`config.mk`:
```
export PLATFORM = sky130hd
export DESIGN_NAME = pll_lock_detect
export DESIGN_NICKNAME = d
export VERILOG_FILES = /design/src/rtl/pll_lock_detect_pkg.sv /design/src/rtl/pll_lock_detect_meter.sv /design/src/rtl/pll_lock_detect.sv
export SDC_FILE = /design/constraint.sdc
export NUM_CORES = 1
export LEC_CHECK = 0
export CAP_MARGIN = 5
export CORE_MARGIN = 5
export CORE_UTILIZATION = 60
export CTS_CLUSTER_SIZE = 20
export DETAILED_ROUTE_END_ITERATION = 8
export GPL_ROUTABILITY_DRIVEN = 0
export PLACE_DENSITY = 0.83
export SLEW_MARGIN = 20
export SYNTH_ARGS = -nofsm -noshare
export SYNTH_HDL_FRONTEND = slang
export SYNTH_SLANG_ARGS = --single-unit
```
`constraint.sdc`:
```
create_clock -name clk_50 -period 9.3 [get_ports clk_50]
set_input_delay 1.395 -clock clk_50 [delete_from_list [all_inputs] [get_ports clk_50]]
set_output_delay 1.395 -clock clk_50 [all_outputs]
set_load 0.01 [all_outputs]
```
`src/rtl/pll_lock_detect_pkg.sv`:
```
// Shared constants and helpers for the PLL lock detector and its period meters.
// The PLL core and the display path use the same period width and defaults.
package pll_lock_detect_pkg;

    localparam int unsigned PERIOD_W = 16;

    typedef logic [PERIOD_W-1:0] period_t;

    localparam period_t     PERIOD_SAT     = '1;
    localparam int unsigned DEF_TOL        = 4;
    localparam int unsigned DEF_LOCK_COUNT = 8;
    localparam period_t     DEF_TIMEOUT    = 16'd65000;

    typedef enum logic [1:0] {
        CMP_NONE,
        CMP_GOOD,
        CMP_BAD
    } cmp_t;

    function automatic period_t sat_inc(input period_t v);
        return (v == PERIOD_SAT) ? PERIOD_SAT : v + 1'b1;
    endfunction

    // Magnitude of a 17-bit signed difference of two periods.
    function automatic logic [PERIOD_W:0] abs_diff(input period_t a, input period_t b);
        logic signed [PERIOD_W:0] d;
        d = $signed({1'b0, a}) - $signed({1'b0, b});
        return d[PERIOD_W] ? $unsigned(-d) : $unsigned(d);
    endfunction

endpackage

```
`src/rtl/pll_lock_detect_meter.sv`:
```
// Edge-to-edge period meter: counts clk_50 cycles between rising edges of `in`.
// The first rising edge after reset only arms the meter.
module edge_period_meter
    import pll_lock_detect_pkg::*;
(
    input  logic                clk_50,
    input  logic                rst,
    input  logic                in,
    output logic [PERIOD_W-1:0] period,
    output logic                valid,
    output logic [PERIOD_W-1:0] cnt
);

    logic r_prev;
    logic r_armed;
    logic w_edge;

    assign w_edge = in & ~r_prev;

    always_ff @(posedge clk_50 or posedge rst) begin
        if (rst) begin
            r_prev  <= 1'b1;   // a level already high at reset release is not an edge
            r_armed <= 1'b0;
            period  <= '0;
            valid   <= 1'b0;
            cnt     <= '0;
        end else begin
            r_prev <= in;
            valid  <= 1'b0;
            if (w_edge) begin
                if (r_armed) begin
                    period <= sat_inc(cnt);
                    valid  <= 1'b1;
                end
                cnt     <= '0;
                r_armed <= 1'b1;
            end else begin
                cnt <= sat_inc(cnt);
            end
        end
    end

endmodule

```
`src/rtl/pll_lock_detect.sv`:
```
// PLL lock detector: compares fb and vco periods on every fb measurement,
// counts consecutive good comparisons into `locked`, and flags loss of feedback.
module pll_lock_detect
    import pll_lock_detect_pkg::*;
#(
    parameter int unsigned TOL        = DEF_TOL,
    parameter int unsigned LOCK_COUNT = DEF_LOCK_COUNT,
    parameter logic [15:0] TIMEOUT    = DEF_TIMEOUT
) (
    input  logic        clk_50,
    input  logic        rst,
    input  logic        vco,
    input  logic        fb,
    output logic [15:0] fb_period,
    output logic [15:0] vco_period,
    output logic        fb_valid,
    output logic [7:0]  good_ctr,
    output logic        locked,
    output logic        fb_lost
);

    localparam logic [7:0]        LOCK_CNT8 = 8'(LOCK_COUNT);
    localparam logic [PERIOD_W:0] TOL17     = 17'(TOL);

    logic          w_vco_valid;
    logic [15:0]   w_vco_cnt_unused;
    logic [15:0]   w_fb_cnt;
    logic          r_vco_seen;
    logic          r_fb_prev;
    logic          w_fb_edge;
    logic          w_timeout;
    logic          w_seen;
    logic [7:0]    w_good_next;
    cmp_t          w_cmp;

    edge_period_meter u_vco_meter (
        .clk_50 (clk_50),
        .rst    (rst),
        .in     (vco),
        .period (vco_period),
        .valid  (w_vco_valid),
        .cnt    (w_vco_cnt_unused)
    );

    edge_period_meter u_fb_meter (
        .clk_50 (clk_50),
        .rst    (rst),
        .in     (fb),
        .period (fb_period),
        .valid  (fb_valid),
        .cnt    (w_fb_cnt)
    );

    // Local copy of the fb edge so fb_lost clears in the same update as the meter's cnt.
    assign w_fb_edge = fb & ~r_fb_prev;
    assign w_timeout = (w_fb_cnt >= TIMEOUT);
    // A vco measurement landing in the same cycle as fb_valid already counts as seen.
    assign w_seen    = r_vco_seen | w_vco_valid;

    always_comb begin
        w_good_next = (good_ctr >= LOCK_CNT8) ? LOCK_CNT8 : good_ctr + 8'd1;
        w_cmp       = CMP_NONE;
        if (fb_valid) begin
            if (w_seen && (fb_period != PERIOD_SAT) && (vco_period != PERIOD_SAT) &&
                (abs_diff(fb_period, vco_period) <= TOL17)) begin
                w_cmp = CMP_GOOD;
            end else begin
                w_cmp = CMP_BAD;
            end
        end
    end

    always_ff @(posedge clk_50 or posedge rst) begin
        if (rst) begin
            r_vco_seen <= 1'b0;
            r_fb_prev  <= 1'b1;
            good_ctr   <= '0;
            locked     <= 1'b0;
            fb_lost    <= 1'b0;
        end else begin
            r_fb_prev <= fb;
            if (w_vco_valid) begin
                r_vco_seen <= 1'b1;
            end

            if (w_fb_edge) begin
                fb_lost <= 1'b0;
            end else if (w_timeout) begin
                fb_lost <= 1'b1;
            end

            if (w_timeout) begin
                good_ctr <= '0;
                locked   <= 1'b0;
            end else begin
                case (w_cmp)
                    CMP_GOOD: begin
                        good_ctr <= w_good_next;
                        locked   <= (w_good_next == LOCK_CNT8);
                    end
                    CMP_BAD: begin
                        good_ctr <= '0;
                        locked   <= 1'b0;
                    end
                    default: ;
                endcase
            end
        end
    end

endmodule

```
* After elaboration in Yosys (flattened, before gate mapping)
Index checks and enable logic that the tools add are counted.
Storage, ports and cells: bits in latches 0, flip-flop bits (word level) 81, memories 0, memory bits (read-only) 0, input bits 4, output and inout bits 43, RAM bits 0
Cells by class: multiplexer cells 18, shifts and indexed selects 0, reductions and logical operators 7, add/subtract/negate cells 5, bitwise gates (word level) 5, multiply operators 0, $lt $le $gt $ge 3, eq/ne operators 7, divide/modulo/power cells 0
Operator list (number):
- $mux 16 | 4
- $add 16x1->16 const B | 2
- $eq 16x16->1 const B | 2
- $ne 16x16->1 const B | 2
- $le 17x3->1 const B | 1
- $mux 17 | 1
- $neg 17->17 | 1
- $sub 16x16->17 | 1
- $ge 16x16->1 const B | 1
- $mux 8 | 2
- $pmux 8 s2 | 1
- $add 8x1->8 const B | 1
- $eq 8x4->1 const B | 1
- $ge 8x4->1 const B | 1
- $mux 1 | 7
- $mux 2 | 2
- $reduce_and 2->1 | 2
- $logic_and 1x1->1 | 3
- $reduce_bool 3->1 | 1
- $and 1x1->1 | 2
- $eq 2x1->1 const B | 1
- $eq 2x2->1 const B | 1
- $not 1->1 | 2
- $pmux 1 s2 | 1
- other kinds (2) | 2

* Depth between registers and ports, before layout
Gate-level depths: netlist of the first run.
depth after elaboration 10, gate-level depth with buffers 14

* Hierarchy
A second synthesis of the first run with hierarchy kept.
Second synthesis, totals: cell total of the unflattened synthesis 606, area total of the unflattened synthesis 5310.1 µm²
By module, submodules not included:
- edge_period_meter | cells each 145, area an instance 1503.9 µm², sequential area each 877.1 µm², instances 2
- pll_lock_detect | cells each 316, area an instance 2302.2 µm², sequential area each 301.5 µm², instances 1

* Worst setup path before layout of the first run
Ideal clock, no wire load.
kind register to register, start register u_fb_meter.period[0], end register good_ctr[1], buffers on the path 0, slack 5795 ps, library setup time 95 ps, cell stages (with the launch flop) 14, arrival 3410 ps, clock period less this slack 3505 ps, cells stage by stage dfrtp_1 > inv_1 > ha_1 > fa_1 > nand2b_1 > a211oi_2 > or2b_4 > xor2_2 > or4_4 > o31ai_1 > a31oi_1 > nor4b_4 > nand4_2 > o31ai_1
On the way: word-level cells in the longest chain between the ends 10
Ends and longest elaborated chain:
- start, declared | RTL line pll_lock_detect_meter.sv:9 | output logic [PERIOD_W-1:0] period,
- start signal, assigned | RTL line pll_lock_detect_meter.sv:32 | period <= sat_inc(cnt);
- $sub 16x16->17 | RTL line pll_lock_detect_pkg.sv:27 | d = $signed({1'b0, a}) - $signed({1'b0, b});
- $neg 17->17 | RTL line pll_lock_detect_pkg.sv:28 | return d[PERIOD_W] ? $unsigned(-d) : $unsigned(d);
- $mux 17 | RTL line pll_lock_detect_pkg.sv:28
- $le 17x3->1 | RTL line pll_lock_detect.sv:65 | (abs_diff(fb_period, vco_period) <= TOL17)) begin
- $logic_and 1x1->1 (*) | RTL line pll_lock_detect.sv:64 | if (w_seen && (fb_period != PERIOD_SAT) && (vco_period != PERIOD_SAT) &&
- $mux 2 (*) | RTL line pll_lock_detect.sv:64
- $mux 2 (*) | RTL line pll_lock_detect.sv:63 | if (fb_valid) begin
- $eq 2x2->1 or $eq 2x1->1 (tied branches) | RTL line pll_lock_detect.sv:96 | case (w_cmp)
- $pmux 8 s2 | RTL line pll_lock_detect.sv:96
- $mux 8 | RTL line pll_lock_detect.sv:92 | if (w_timeout) begin
- end signal, assigned | RTL line pll_lock_detect.sv:98 | good_ctr <= w_good_next;
- end, declared | RTL line pll_lock_detect.sv:17 | output logic [7:0] good_ctr,
Mark *: on every way between the ends. The rest lies on a longest branch, timed or not. A chain may end at the register's enable or synchronous reset.

* Final worst setup path of the first run
Same ends and word-level chain as after synthesis.

==> metrics.txt, run 1 <==
run status finished clean; worst min-delay path class flop to flop; number of top-level pins 47; share of layout cells above drive strength 1 0.07313; Post-CTS Setup Bufs 0; first-pass GRT wire length 23,530 um; final setup vio count 0; die area 0.01075 mm2; CP Cell Sequence inv_1, ha_1, fa_1, nand2b_1, a211oi_2, or2b_4, xor2_2, or4_4, o31ai_1, a31oi_1, nor4b_4, nand4_2, o31ai_1; H-tree depth 3; hold buffer count at cts 0; Max VDD drop 0.0001995 V; Final Hold Fails 0; GR Layer Usage met2 0.4303; DRT Pass-1 Iters 7; via count 4,925; leakage 0.002683 uW; Yosys warning count 0; most numerous cell in the Yosys netlist nor2_1; Via-to-Cell Ratio 6.330; Area Overhead vs Synth 14.90%; Final Cycle Share 0.4201; Finished Layout Cells 778; Critical Path Slowest Stage Cell or4_4; Core Region 0.008636 mm2; Total GRT Usage 0.2607; CP dominant cell by count o31ai_1; EDFF count, synth 0; CP peak stage delay 530 ps; Tmin final 3907 ps; Synth Net Count 656; met3 Resource Use GR 0.04042; Finished Core Util 0.7004; # clock sinks 81; CTS tree done; Synth top area share 0.3756; Clock Latency Late Sink 350 ps; Synth area leaders dfrtp_1 38%, nor2_1 6.1%, nand2_1 5.3%; final count of pins violating max slew 0; Synth cell types 77; fmax 256.0 MHz; antenna violations before repair 0; Startpoint Class flop; placed cells 762; die width 103.7 um; CP max FO 6; Synth top cells by count 85 x nor2_1, 79 x dfrtp_1, 74 x nand2_1, 50 x o21ai_0; RSZ-0062 raised after global routing no; Post-Syn Area 0.005264 mm2; remaining antenna violation count 0; DR DRC count 0; Synth Flop Type dfrtp_1; Yosys reg bits 81; post-DP HPWL 10,260 um; Buffers on Ports 46; FFs w/ async S/R, synth 1.000; CTS Root Cell clkbuf_8; worst path required time 9560 ps; Mean Syn Cell Area 8.355 um2; setup TNS 0 ps; cell taking the most area after synthesis dfrtp_1; Initial Util 0.6095; clk slew on worst S/H paths 90 ps; Post-Synthesis Cells 630; Cell Pwr Density 282.5 mW/mm2; register area share after synthesis 0.3855; 1st-iter DRT viols 419; M1 GR Usage 0.3510; grt ovf 0; row count 34; largest net degree at the start of global routing 82; Nets 691; Detailed Route WL 13,970 um; gr busiest metal met2; actual slew at the worst max-slew pin 862.8 ps; Max Cap Violations 0; Avg WL per Cell 17.95 um; height of the die 103.7 um; clock skew 12.59 ps; Filler cells 640; # diodes 0; Longest Clk Path Bufs 2; Resized cells post-CTS 0; crit path kind flop to flop; number of CTS-inserted buffers 9; Critical Path Sink Type flop; Slew HR 0.4234; vias in the first global route 4,692; Worst Path Arrival 4160 ps
[final timing paths]
| path | to | cells past startpoint | start | slack, ps |
|---|---|---|---|---|
| worst min register to register | r_vco_seen$_DFFE_PP0P_ | 1 | u_vco_meter.valid$_DFF_PP0_ | 470 |
| worst max-delay path | good_ctr[1]$_DFFE_PP0P_ | 13 | u_fb_meter.period[0]$_DFFE_PP0P_ | 5390 |
| min in group asynchronous | u_vco_meter.cnt[4]$_DFF_PP0_ | 3 | rst | 1570 |
| worst min-delay path | r_vco_seen$_DFFE_PP0P_ | 1 | u_vco_meter.valid$_DFF_PP0_ | 470 |
| max in group asynchronous | u_fb_meter.cnt[9]$_DFF_PP0_ | 3 | rst | 7270 |
| worst max register to register | good_ctr[1]$_DFFE_PP0P_ | 13 | u_fb_meter.period[0]$_DFFE_PP0P_ | 5390 |
[through the flow]
step / setup WS (ps) / cell area [um2] / hold slack (ps) / total power, uW
2_1_floorplan: 5795 / 5264 / 423.5 / 1148
3_3_place_gp: 5623 / 5788 / 435.4 / 1331
3_5_place_dp: 5498 / 5788 / 446.2 / 1361
4_1_cts: 5481 / 6036 / 467.8 / 1683
5_1_grt: 5185 / 6048 / 486.7 / 1811
6_report: 5393 / 6048 / 465.2 / 1709
[flip-flops by register name (all words and copies together) (netlist names), 8 cells and up]
signal and count:
u_vco_meter.period 16, u_fb_meter.period 16, u_vco_meter.cnt 16, u_fb_meter.cnt 16, good_ctr 8
[metal layers]
layer  up-vias  part of all wire  wire, um
li1       2316                 -         -
met5         -                 0         0
met1      2353              0.43      5938
met2       212              0.48      6671
met3        44             0.069       967
met4         0             0.028       389
[kinds of logic (layout without fill, tap and decap cells)]
kind of cell / Yosys count / in the layout / synth area share
buffers and inverters: 54 / 94 / 0.03969
DFF: 81 / 81 / 0.3855
AOI/OAI and AO/OA: 154 / 154 / 0.1937
and+or+nand+nor: 289 / 289 / 0.2748
adders and majority gates: 22 / 22 / 0.05372
xor gates and xnor gates: 25 / 25 / 0.04302
muxes: 5 / 5 / 0.009508
[cell usage in the layout, fill, tap and decap left out, types with 6 or more instances in the layout]
master / count
and3_1: 8
a21o_1: 10
nor2_1: 85
and2_1: 11
o21ai_0: 50
or2_2: 7
nand3_1: 25
a21oi_1: 29
inv_1: 28
nor2b_1: 9
ha_1: 21
xor2_1: 8
a211oi_1: 9
dfrtp_1: 79
nand2_1: 74
clkdlybuf4s50_1: 46
nand4_1: 16
clkbuf_8: 9
xnor2_1: 16
a31oi_1: 6
nor4_1: 11
o21a_1: 6
nor3_1: 10
[final cells by class]
| type | instances | area [um2] | share of cell area |
|---|---|---|---|
| multi-input combinational | 495 | 3040 | 0.5027 |
| sequential | 81 | 2029 | 0.3355 |
| timing repair buffer | 49 | 486.7 | 0.08047 |
| tap | 108 | 135.1 | 0.02234 |
| clock buffer | 9 | 123.9 | 0.02048 |
| clock inverter | 7 | 123.9 | 0.02048 |
| inverter | 29 | 108.9 | 0.01800 |
[critical path, delay by kind of cell (launching register included)]
kind | cells | cell delay, ps
flops | 1 | 390
simple gates | 5 | 1520
buf+inv | 1 | 80
xor+xnor | 1 | 110
fa+ha+maj | 2 | 650
compound gates | 4 | 1070
[power by group]
| part | switching (uW) | internal (uW) |
|---|---|---|
| clock | 131 | 182 |
| combinational | 608 | 368 |
| sequential | 39.4 | 380 |
No activity file was read; power rests on OpenSTA's default activity.
==> run 2, diff against run 1 <==
Settings changed: CORE_UTILIZATION 60 to 59, PLACE_DENSITY 0.83 to 0.81.
Clock period 9.3 ns to 3.6 ns, I/O delays scaled along.
==> metrics.txt, run 2 (synthesized netlist as in run 1, its figures left out) <==
via count 5,267; CTS tree done; hold buffer count at cts 0; crit path kind flop to flop; Avg WL per Cell 19.08 um; Initial Util 0.6036; Slew HR 0.4109; share of layout cells above drive strength 1 0.1660; Core Region 0.008721 mm2; Nets 738; fmax 277.6 MHz; Comb power frac 0.642; height of the die 104.5 um; leakage 0.002889 uW; remaining antenna violation count 0; pre-CTS WS 28.89 ps; number of CTS-inserted buffers 9; CTS Root Cell clkbuf_8; CP max FO 4; worst min-delay path class flop to flop; grt ovf 0; DR DRC count 0; RSZ-0062 raised after global routing yes; Clock Latency Late Sink 360 ps; clock share of power 0.141; worst path required time 3870 ps; Cell Pwr Density 758.7 mW/mm2; clock skew 17.00 ps; final setup vio count 1; first-pass GRT wire length 24,710 um; clk slew on worst S/H paths 100 ps; number of top-level pins 47; Max Cap Violations 0; Detailed Route WL 15,740 um; Buffers on Ports 46; antenna violations before repair 0; row count 34; Max VDD drop 0.0004346 V; sw frac 0.4663; worst setup margin -2.007 ps; Area Overhead vs Synth 23.60%; setup TNS -2.007 ps; uppermost layer routed met4; Critical Path Sink Type flop; largest net degree at the start of global routing 53; FF-to-FF setup slack -2 ps; Total GRT Usage 0.2753; actual slew at the worst max-slew pin 883.6 ps; most common cell after layout, fill and taps aside nor2_1; # diodes 0; # clock sinks 81; Final Hold Fails 0; Final Cycle Share 1.001; H-tree depth 3; die area 0.01091 mm2; final count of pins violating max slew 0; Startpoint Class flop; Via-to-Cell Ratio 6.384; 1st-iter DRT viols 434; failing checks negative setup slack; met3 wire len 960 um; Worst Path Arrival 3870 ps; Longest Clk Path Bufs 2; post-DP HPWL 11,560 um; sequential fraction of design power 0.217; WL met2 7941 um; Int Pwr 2635 uW; most frequent cells in the layout 85 x nor2_1, 78 x dfrtp_1, 74 x nand2_1, 50 x buf_4, 49 x o21ai_0; Tmin final 3602 ps; run status complete, but fails checks; die width 104.5 um; DRT Pass-1 Iters 5; vias in the first global route 4,974; sw power 2302 uW; M1 wire length 6211 um
-- run 2: routing by layer --
metal | up-vias | global-route usage
met3 | 59 | 0.04780
met1 | 2523 | 0.3409
met4 | 0 | 0.1110
li1 | 2431 | -
met5 | - | 0
met2 | 254 | 0.4733
-- run 2: path summary, 6_finish.rpt --
check	to	cells past startpoint	start
min	u_vco_meter.r_armed$_DFFE_PP0P_	1	u_vco_meter.r_armed$_DFFE_PP0P_
min in group asynchronous	u_vco_meter.cnt[5]$_DFF_PP0_	2	rst
max	good_ctr[1]$_DFFE_PP0P_	12	u_vco_meter.period[0]$_DFFE_PP0P_
max in group asynchronous	u_vco_meter.period[13]$_DFFE_PP0P_	3	rst
min reg2reg	u_vco_meter.r_armed$_DFFE_PP0P_	1	u_vco_meter.r_armed$_DFFE_PP0P_
max reg2reg	good_ctr[1]$_DFFE_PP0P_	12	u_vco_meter.period[0]$_DFFE_PP0P_
-- run 2: critical path: stages (launching register included) --
cell and delay [ps]:
dfrtp_1 420, ha_2 200, fa_2 410, nand2b_4 170
a211oi_2 280, or2b_4 200, xor2_4 80, or4b_4 500
or2_4 250, o21a_1 200, nor4b_4 310, nand4_2 190
o31ai_2 300
-- run 2: stage by stage --
| step | total power, uW | hold WS, ps | std cells | instance area, um2 | utilization |
|---|---|---|---|---|---|
| CTS | 4419 | 476.8 | 817 | 6285 | 0.7207 |
| finish | 4936 | 477.4 | 825 | 6506 | 0.7461 |
| global route | 5233 | 494.1 | 825 | 6506 | 0.7461 |
| global placement | 3621 | 452.3 | 801 | 6082 | 0.6974 |
| floorplan | 2964 | 423.5 | 630 | 5264 | - |
| detailed placement | 3722 | 450.2 | 801 | 6082 | 0.6974 |
-- run 2: area by class of cell --
cell class                      instances  area (um2)
Timing Repair Buffer                   96       835.8
Multi-Input combinational cell        495        3192
Clock buffer                           10       127.6
Fill cell                             613        2215
Sequential cell                        81        2031
Tap cell                              108       135.1
Clock inverter                          6       75.07
Inverter                               29       110.1
-- run 2: timing repair --
item / in CTS / in global routing
setup buffers: 0 / 8
gates resized for setup: 0 / 32
endpoints found under the setup margin: 0 / 5
-- run 2: power groups by stage --
stage               registers [uW]  clock network (uW)  logic, uW
floorplan                     1080                   0       1880
global placement              1080                   0       2550
detailed placement            1080                   0       2640
CTS                           1060                 701       2650
global route                  1070                 754       3400
finish                        1070                 694       3170
